===== config.mk =====
export PLATFORM = sky130hd
export DESIGN_NAME = plat_scroll_ctrl
export DESIGN_NICKNAME = d
export VERILOG_FILES = /design/src/rtl/doodle_pkg.sv /design/src/rtl/plat_lfsr.sv /design/src/rtl/plat_scroll_ctrl.sv
export SDC_FILE = /design/constraint.sdc
export NUM_CORES = 1
export LEC_CHECK = 0
export ABC_AREA = 1
export BUFFER_PORTS_ARGS = -buffer_cell sky130_fd_sc_hd__buf_4
export CAP_MARGIN = 5
export CORE_ASPECT_RATIO = 1.5
export CORE_MARGIN = 1
export CORE_UTILIZATION = 35
export DETAILED_ROUTE_END_ITERATION = 10
export SYNTH_ARGS = -nofsm -noshare
export SYNTH_HDL_FRONTEND = slang
export SYNTH_SLANG_ARGS = --single-unit

===== constraint.sdc =====
create_clock -name Clock -period 8.45 [get_ports Clock]
set_clock_uncertainty 0.1 [all_clocks]
set_input_delay 1.69 -clock Clock [delete_from_list [all_inputs] [get_ports Clock]]
set_output_delay 1.69 -clock Clock [all_outputs]
set_load 0.01 [all_outputs]

===== src/rtl/doodle_pkg.sv =====
// Shared types and constants for the platform-scroll datapath.
//   SCREEN_W / SCREEN_H / PLAT_W : screen and platform geometry in pixels
//   plat_t                       : one platform slot as stored in the platform RAM, {x, y}
//   psc_state_t                  : plat_scroll_ctrl sequencer states
//   clamp_dy / wrap_x            : small arithmetic helpers used by the sequencer
package doodle_pkg;

  localparam int SCREEN_W = 640;
  localparam int SCREEN_H = 480;
  localparam int PLAT_W   = 64;

  typedef struct packed {
    logic [9:0] x;
    logic [9:0] y;
  } plat_t;

  typedef enum logic [2:0] {
    IDLE  = 3'd0,
    READ  = 3'd1,
    WAIT  = 3'd2,
    WRITE = 3'd3,
    DONE  = 3'd4
  } psc_state_t;

  // Limit the scroll step to one screen height minus one, so that a single
  // subtraction of the screen height always brings a respawned y back on screen.
  function automatic logic [9:0] clamp_dy(input logic [9:0] dy, input logic [9:0] h_max);
    return (dy > h_max) ? h_max : dy;
  endfunction

  // Fold a 10-bit random value into the legal x range [0, x_max].
  // x_max >= 512 guarantees one subtraction is enough.
  function automatic logic [9:0] wrap_x(input logic [9:0] r, input logic [9:0] x_max);
    return (r > x_max) ? (r - x_max - 10'd1) : r;
  endfunction

endpackage


===== src/rtl/plat_lfsr.sv =====
// 10-bit Fibonacci LFSR, polynomial x^10 + x^7 + 1 (maximal length, period 1023).
// Advances on every clock edge while out of reset.
//   Clock   : system clock
//   Reset_n : synchronous active-low reset, loads SEED
//   q       : current LFSR state
module plat_lfsr #(
  parameter logic [9:0] SEED = 10'h2A5
) (
  input  logic       Clock,
  input  logic       Reset_n,
  output logic [9:0] q
);

  logic [9:0] lfsr_q;
  logic [9:0] lfsr_d;

  // Shift left; feedback is the XOR of stages 10 and 7.
  always_comb begin
    lfsr_d = {lfsr_q[8:0], lfsr_q[9] ^ lfsr_q[6]};
  end

  // State register.
  always_ff @(posedge Clock) begin
    if (!Reset_n) begin
      lfsr_q <= SEED;
    end else begin
      lfsr_q <= lfsr_d;
    end
  end

  assign q = lfsr_q;

endmodule


===== src/rtl/plat_scroll_ctrl.sv =====
// Platform-table refresh sequencer.
// On start, walks every slot of the external platform RAM (read, wait, write),
// moves each platform down by the latched scroll distance and respawns platforms
// that fall off the bottom of the screen at a pseudo-random x. A one-cycle done
// pulse ends the pass.
// Optional feature macro: PLAT_SCORE_EN adds the 'score' output, a saturating
// total of scrolled pixels updated once per pass.
// Ports:
//   Clock, Reset_n : clock and synchronous active-low reset
//   start          : begin one pass (accepted only when idle)
//   scroll_dy      : scroll distance, latched on accepted start
//   plat_rd_addr   : RAM read address (0 outside the read cycle)
//   plat_rd_data   : RAM read data {x, y}, valid one cycle after the address
//   plat_we        : RAM write strobe, one cycle per slot
//   plat_wr_addr   : RAM write address
//   plat_wr_data   : RAM write data {x, y}
//   busy           : high whenever the sequencer is not idle
//   done           : one-cycle pulse at the end of a pass
//   score          : total scrolled pixels (PLAT_SCORE_EN only)
import doodle_pkg::*;

module plat_scroll_ctrl #(
  parameter int         NUM_PLAT  = 10,
  parameter int         SCREEN_H  = doodle_pkg::SCREEN_H,
  parameter int         X_MAX     = doodle_pkg::SCREEN_W - doodle_pkg::PLAT_W,
  parameter logic [9:0] LFSR_SEED = 10'h2A5,
  localparam int        IW        = (NUM_PLAT > 1) ? $clog2(NUM_PLAT) : 1
) (
  input  logic          Clock,
  input  logic          Reset_n,
  input  logic          start,
  input  logic [9:0]    scroll_dy,
  output logic [IW-1:0] plat_rd_addr,
  input  logic [19:0]   plat_rd_data,
  output logic          plat_we,
  output logic [IW-1:0] plat_wr_addr,
  output logic [19:0]   plat_wr_data,
  output logic          busy,
  output logic          done
`ifdef PLAT_SCORE_EN
  ,
  output logic [15:0]   score
`endif
);

  localparam logic [IW-1:0] LAST_IDX = IW'(NUM_PLAT - 1);
  localparam logic [9:0]    DY_MAX   = 10'(SCREEN_H - 1);
  localparam logic [10:0]   H11      = 11'(SCREEN_H);

  psc_state_t    state_q, state_d;
  logic [IW-1:0] idx_q, idx_d;
  logic [9:0]    dy_q, dy_d;
  plat_t         rd_q, rd_d;
  logic [9:0]    rnd;
  logic [10:0]   ny;
  plat_t         new_slot;

  plat_lfsr #(
    .SEED (LFSR_SEED)
  ) u_lfsr (
    .Clock   (Clock),
    .Reset_n (Reset_n),
    .q       (rnd)
  );

  // Next-state logic of the pass sequencer.
  always_comb begin
    state_d = state_q;
    idx_d   = idx_q;
    dy_d    = dy_q;
    rd_d    = rd_q;
    case (state_q)
      IDLE: begin
        if (start) begin
          dy_d    = clamp_dy(scroll_dy, DY_MAX);
          idx_d   = {IW{1'b0}};
          state_d = READ;
        end else begin
          state_d = IDLE;
        end
      end
      READ: begin
        state_d = WAIT;
      end
      WAIT: begin
        // RAM data for the current slot is valid now.
        rd_d    = plat_t'(plat_rd_data);
        state_d = WRITE;
      end
      WRITE: begin
        if (idx_q == LAST_IDX) begin
          state_d = DONE;
        end else begin
          idx_d   = idx_q + {{(IW-1){1'b0}}, 1'b1};
          state_d = READ;
        end
      end
      DONE: begin
        state_d = IDLE;
      end
      default: begin
        state_d = IDLE;
      end
    endcase
  end

  // Sequencer registers.
  always_ff @(posedge Clock) begin
    if (!Reset_n) begin
      state_q <= IDLE;
      idx_q   <= {IW{1'b0}};
      dy_q    <= 10'd0;
      rd_q    <= '{x: 10'd0, y: 10'd0};
    end else begin
      state_q <= state_d;
      idx_q   <= idx_d;
      dy_q    <= dy_d;
      rd_q    <= rd_d;
    end
  end

  // New slot value: scroll down; past the bottom edge, wrap y and pick a random x.
  always_comb begin
    ny = {1'b0, rd_q.y} + {1'b0, dy_q};
    if (ny < H11) begin
      new_slot.x = rd_q.x;
      new_slot.y = ny[9:0];
    end else begin
      new_slot.x = wrap_x(rnd, 10'(X_MAX));
      new_slot.y = 10'(ny - H11);
    end
  end

  // Moore outputs decoded from the state register.
  always_comb begin
    busy         = (state_q != IDLE);
    done         = (state_q == DONE);
    plat_we      = (state_q == WRITE);
    plat_rd_addr = (state_q == READ) ? idx_q : {IW{1'b0}};
    if (state_q == WRITE) begin
      plat_wr_addr = idx_q;
      plat_wr_data = new_slot;
    end else begin
      plat_wr_addr = {IW{1'b0}};
      plat_wr_data = 20'd0;
    end
  end

`ifdef PLAT_SCORE_EN
  logic [15:0] score_q, score_d;
  logic [16:0] score_sum;

  // Saturating accumulation of the scroll distance, once per completed pass.
  always_comb begin
    score_sum = {1'b0, score_q} + {7'd0, dy_q};
    if (state_q == DONE) begin
      score_d = score_sum[16] ? 16'hFFFF : score_sum[15:0];
    end else begin
      score_d = score_q;
    end
  end

  // Score register, cleared only by reset.
  always_ff @(posedge Clock) begin
    if (!Reset_n) begin
      score_q <= 16'd0;
    end else begin
      score_q <= score_d;
    end
  end

  assign score = score_q;
`endif

endmodule


==> out/results.txt <==
The run finished with clean final reports. STA classifies the critical path startpoint as a register. The fraction of synthesized cell area taken by the top area cell type is 0.3288. For this run, the detailed router's first-pass iteration total came to 4.

The number of global-route vias before repair is 2,630, and the total of flip-flops plus latches after synthesis is 47. After clock tree synthesis, the clock-pin slew on the worst setup and hold paths is 0.06 ns. Number of buffers inserted by post-CTS setup repair: 0. For this run, the post-layout net count is 557. The logs give 0.3596 for the starting utilization of the core area and 2 for the maximum buffer depth of the clock tree.

The tools report the total wirelength of the detailed-routed design as 7423 microns. The horizontal die dimension was 75.83 microns; the post-synth net total was 496. The cell occurring most often along the worst timing path was nand2_1. Row generation in the floorplan step produced 40 rows. The number of hold-slack violations in the final timing report was 0. The initial antenna violation count was 0; the shortest clock period the worst path allows after layout was 4.635 ns.

The number of buffers and inverters on the critical path is 1, and the data arrival at the endpoint of the critical path is 2.85 ns. The library cell contributing the largest single delay on the critical path is fa_1. Setup repair after global routing left no endpoint under its margin. The area growth from synthesis to layout is 25.01%. The critical setup path kind is reg -> out.

The overall power after layout was 616.5 uW. The logs give 0.1789 for the global routing usage summed across all routing layers and 0.001884 uW for the reported leakage power. The total grt overflow is 0. Routability-driven placement finished with a final weighted congestion of 0.8593.

The worst ir drop on vdd was 0.09265 mV. The number of vias per cell after detailed routing is 4.717. Yosys mapped the design onto 31 distinct sky130hd cell types.

For the multi-input logic area, the log shows 0.001624 sq mm. The logs give 4.115 ns for the pre-CTS worst setup slack and 0 for the post-route antenna net violation count. Type of the worst min-delay path: reg -> reg. Dividing the detail-routed wire length by the instance count gives 12.07 microns. The die covers 0.008549 sq mm.

The tools report the antenna diode count as 0. On the critical path the largest part of the delay comes from simple AND/OR/NAND/NOR gates. The count of instances resized after the clock tree is built was 0. Entering global routing, the biggest net connects 43 pins. The sort of element at the end of the critical path was a primary output. For the worst-skew pair, the clock arrives at the later sink with an insertion delay of 0.28 ns. Walking the worst path, the cells encountered are ha_1, fa_1, nand2_1, nand3_1, nand2_1, nand2_1, ha_1, nand2_1, nor2_2, nor2_4, nor2_1, nor2_1, buf_4. Setup violations remaining at the end of the flow were counted as 0.

Across the run, the number of max-cap violations was 0. The utilization after layout was 0.4495. Post-route clock period utilization: 0.5486.

For the worst setup path, the data required time is 6.66 ns. The run gives 0.3297 ns as the worst hold margin. The total of fill cells in the finished design is 854, and the flop-to-flop setup slack is 6.58 ns. The count of unresolved DRC violations after routing came out at 0.

The number of placed I/O pins was 64; the total via count after detailed routing was 2,901. The logs give 0 for the final-report max-slew violation count and 940.9 sq um for the area of all sequential standard cells. After the first detailed-routing iteration, the DRC count stood at 120. The logs give 5774 microns for the post-DP HPWL and 0.007958 sq mm for the area inside the core boundary.

The tools report the fraction of the yosys area taken by sequential cells as 0.3288. The port buffer count is 63, and the vertical extent of the die is 112.7 microns. TritonCTS built the clock tree. The clock root buffer is clkbuf_16. In this run the worst path has a maximum fanout of 26. At the pin with the least slew margin, the transition time is 0.9198 ns. For the number of buffers inserted during clock tree synthesis, the log shows 5.

The number of instances in the synthesized netlist was 448. For the post-synthesis cell area, the log shows 0.002861 sq mm. Once routing completed, OpenROAD measured the worst setup slack at 3.815 ns. The biggest cell delay along the critical path was 0.45 ns; the worst slew margin relative to its limit was 0.3861.

Static timing analysis puts the maximum clock frequency at 0.2157 GHz. The run gives 11,690 microns as the wire length of the first global-routing pass. Post-synthesis area per instance: 6.387 sq um. For this design, the sink count on the clock tree is 47. The total negative slack for setup checks is 0 ns. The hold-fix buffer count after cts is 0.

Post-synthesis cell type with the largest combined area: dfxtp_1. The H-tree was split into 2 levels. The power density relative to cell area was 172.4 mW/mm^2. By area the synthesized netlist is led by dfxtp_1, nand2_1, nor2_1, inv_1, ha_1. The ratio of cells with drive above 1 in the final layout is 0.1686, and the count of synthesis-stage warnings from yosys is 0.
## flip-flops by register name, summed over array words and instances (netlist names)
register,flops
rd_q,20
dy_q,10
u_lfsr.q,10
state_q,3
idx_q,4
## metrics by stage
stage,cell area [sq um],std cells
global route,3577,615
finish,3577,615
global placement,3421,607
CTS,3577,615
floorplan,2861,448
detailed placement,3421,607
## cell type report
cell class                 instances  share of cell area
clock buffer                       8             0.04372
tap                              105             0.03673
multi-input combinational        327              0.4540
timing repair buffer              65              0.1364
sequential                        47              0.2630
inverter                          63             0.06611
## placed cells by master (no fill, tap or decap), types with 3 or more instances in the layout
cell type	Yosys	layout
nor3_1	8	8
nand3_1	23	23
clkbuf_16	0	5
a21oi_1	26	26
o221a_2	7	7
xor2_1	4	4
nor2_1	74	74
o21ai_0	33	33
nand4_1	6	6
dfxtp_1	47	47
clkinv_1	3	3
nand2_1	117	117
buf_4	1	65
inv_1	60	60
ha_1	14	14
## logic make-up after synthesis
logic type      count (synthesis)  share of synthesized area
compound gates                 71                     0.1439
fa+ha+maj                      15                    0.06821
simple gates                  236                     0.3402
buf+inv                        74                     0.1036
flops                          47                     0.3288
xor+xnor                        5                    0.01530
## path summary, 6_finish.rpt
| check | depth (start not counted) | startpoint | end |
|---|---|---|---|
| setup / recovery | 13 | dy_q[0] | plat_wr_data[17] |
| hold / removal | 2 | u_lfsr.q[0] | u_lfsr.q[1] |
| setup reg to reg | 5 | state_q[0] | rd_q[10] |
| hold reg to reg | 2 | u_lfsr.q[0] | u_lfsr.q[1] |
## metal layers
layer,GRT usage,part of all wire
met1,0.1977,0.43
met2,0.3398,0.53
met3,0.02760,0.030
met4,0.04444,0.0090
met5,0,0
## where the power goes
part	switching [uW]	total (uW)	leakage, uW	internal (uW)
Combinational	97.8	158	0.00142	59.8
Sequential	12.7	255	0.000387	242
Clock	78.0	204	0.0000772	126
## Yosys cell counts, drive strengths merged
cell type and count:
a21oi 27, and3 1, o221a 7, a21o 1
nor3 9, dfxtp 47, fa 1, ha 14
buf 5, xnor2 1, a41oi 1, clkbuf 6
a31oi 1, nand3 24, o22ai 1, nand3b 1
nand4 6, xor2 4, nor2 77, clkinv 3
nand2 118, inv 60, o21ai 33
## worst reg2reg max path: stages, from the launching register on
cell and delay [ns]:
dfxtp_1 0.40, nor3_1 0.09, buf_4 0.18, inv_1 0.68, o21ai_0 0.20, a21oi_1 0.16
(Power assumes the default switching activity.)
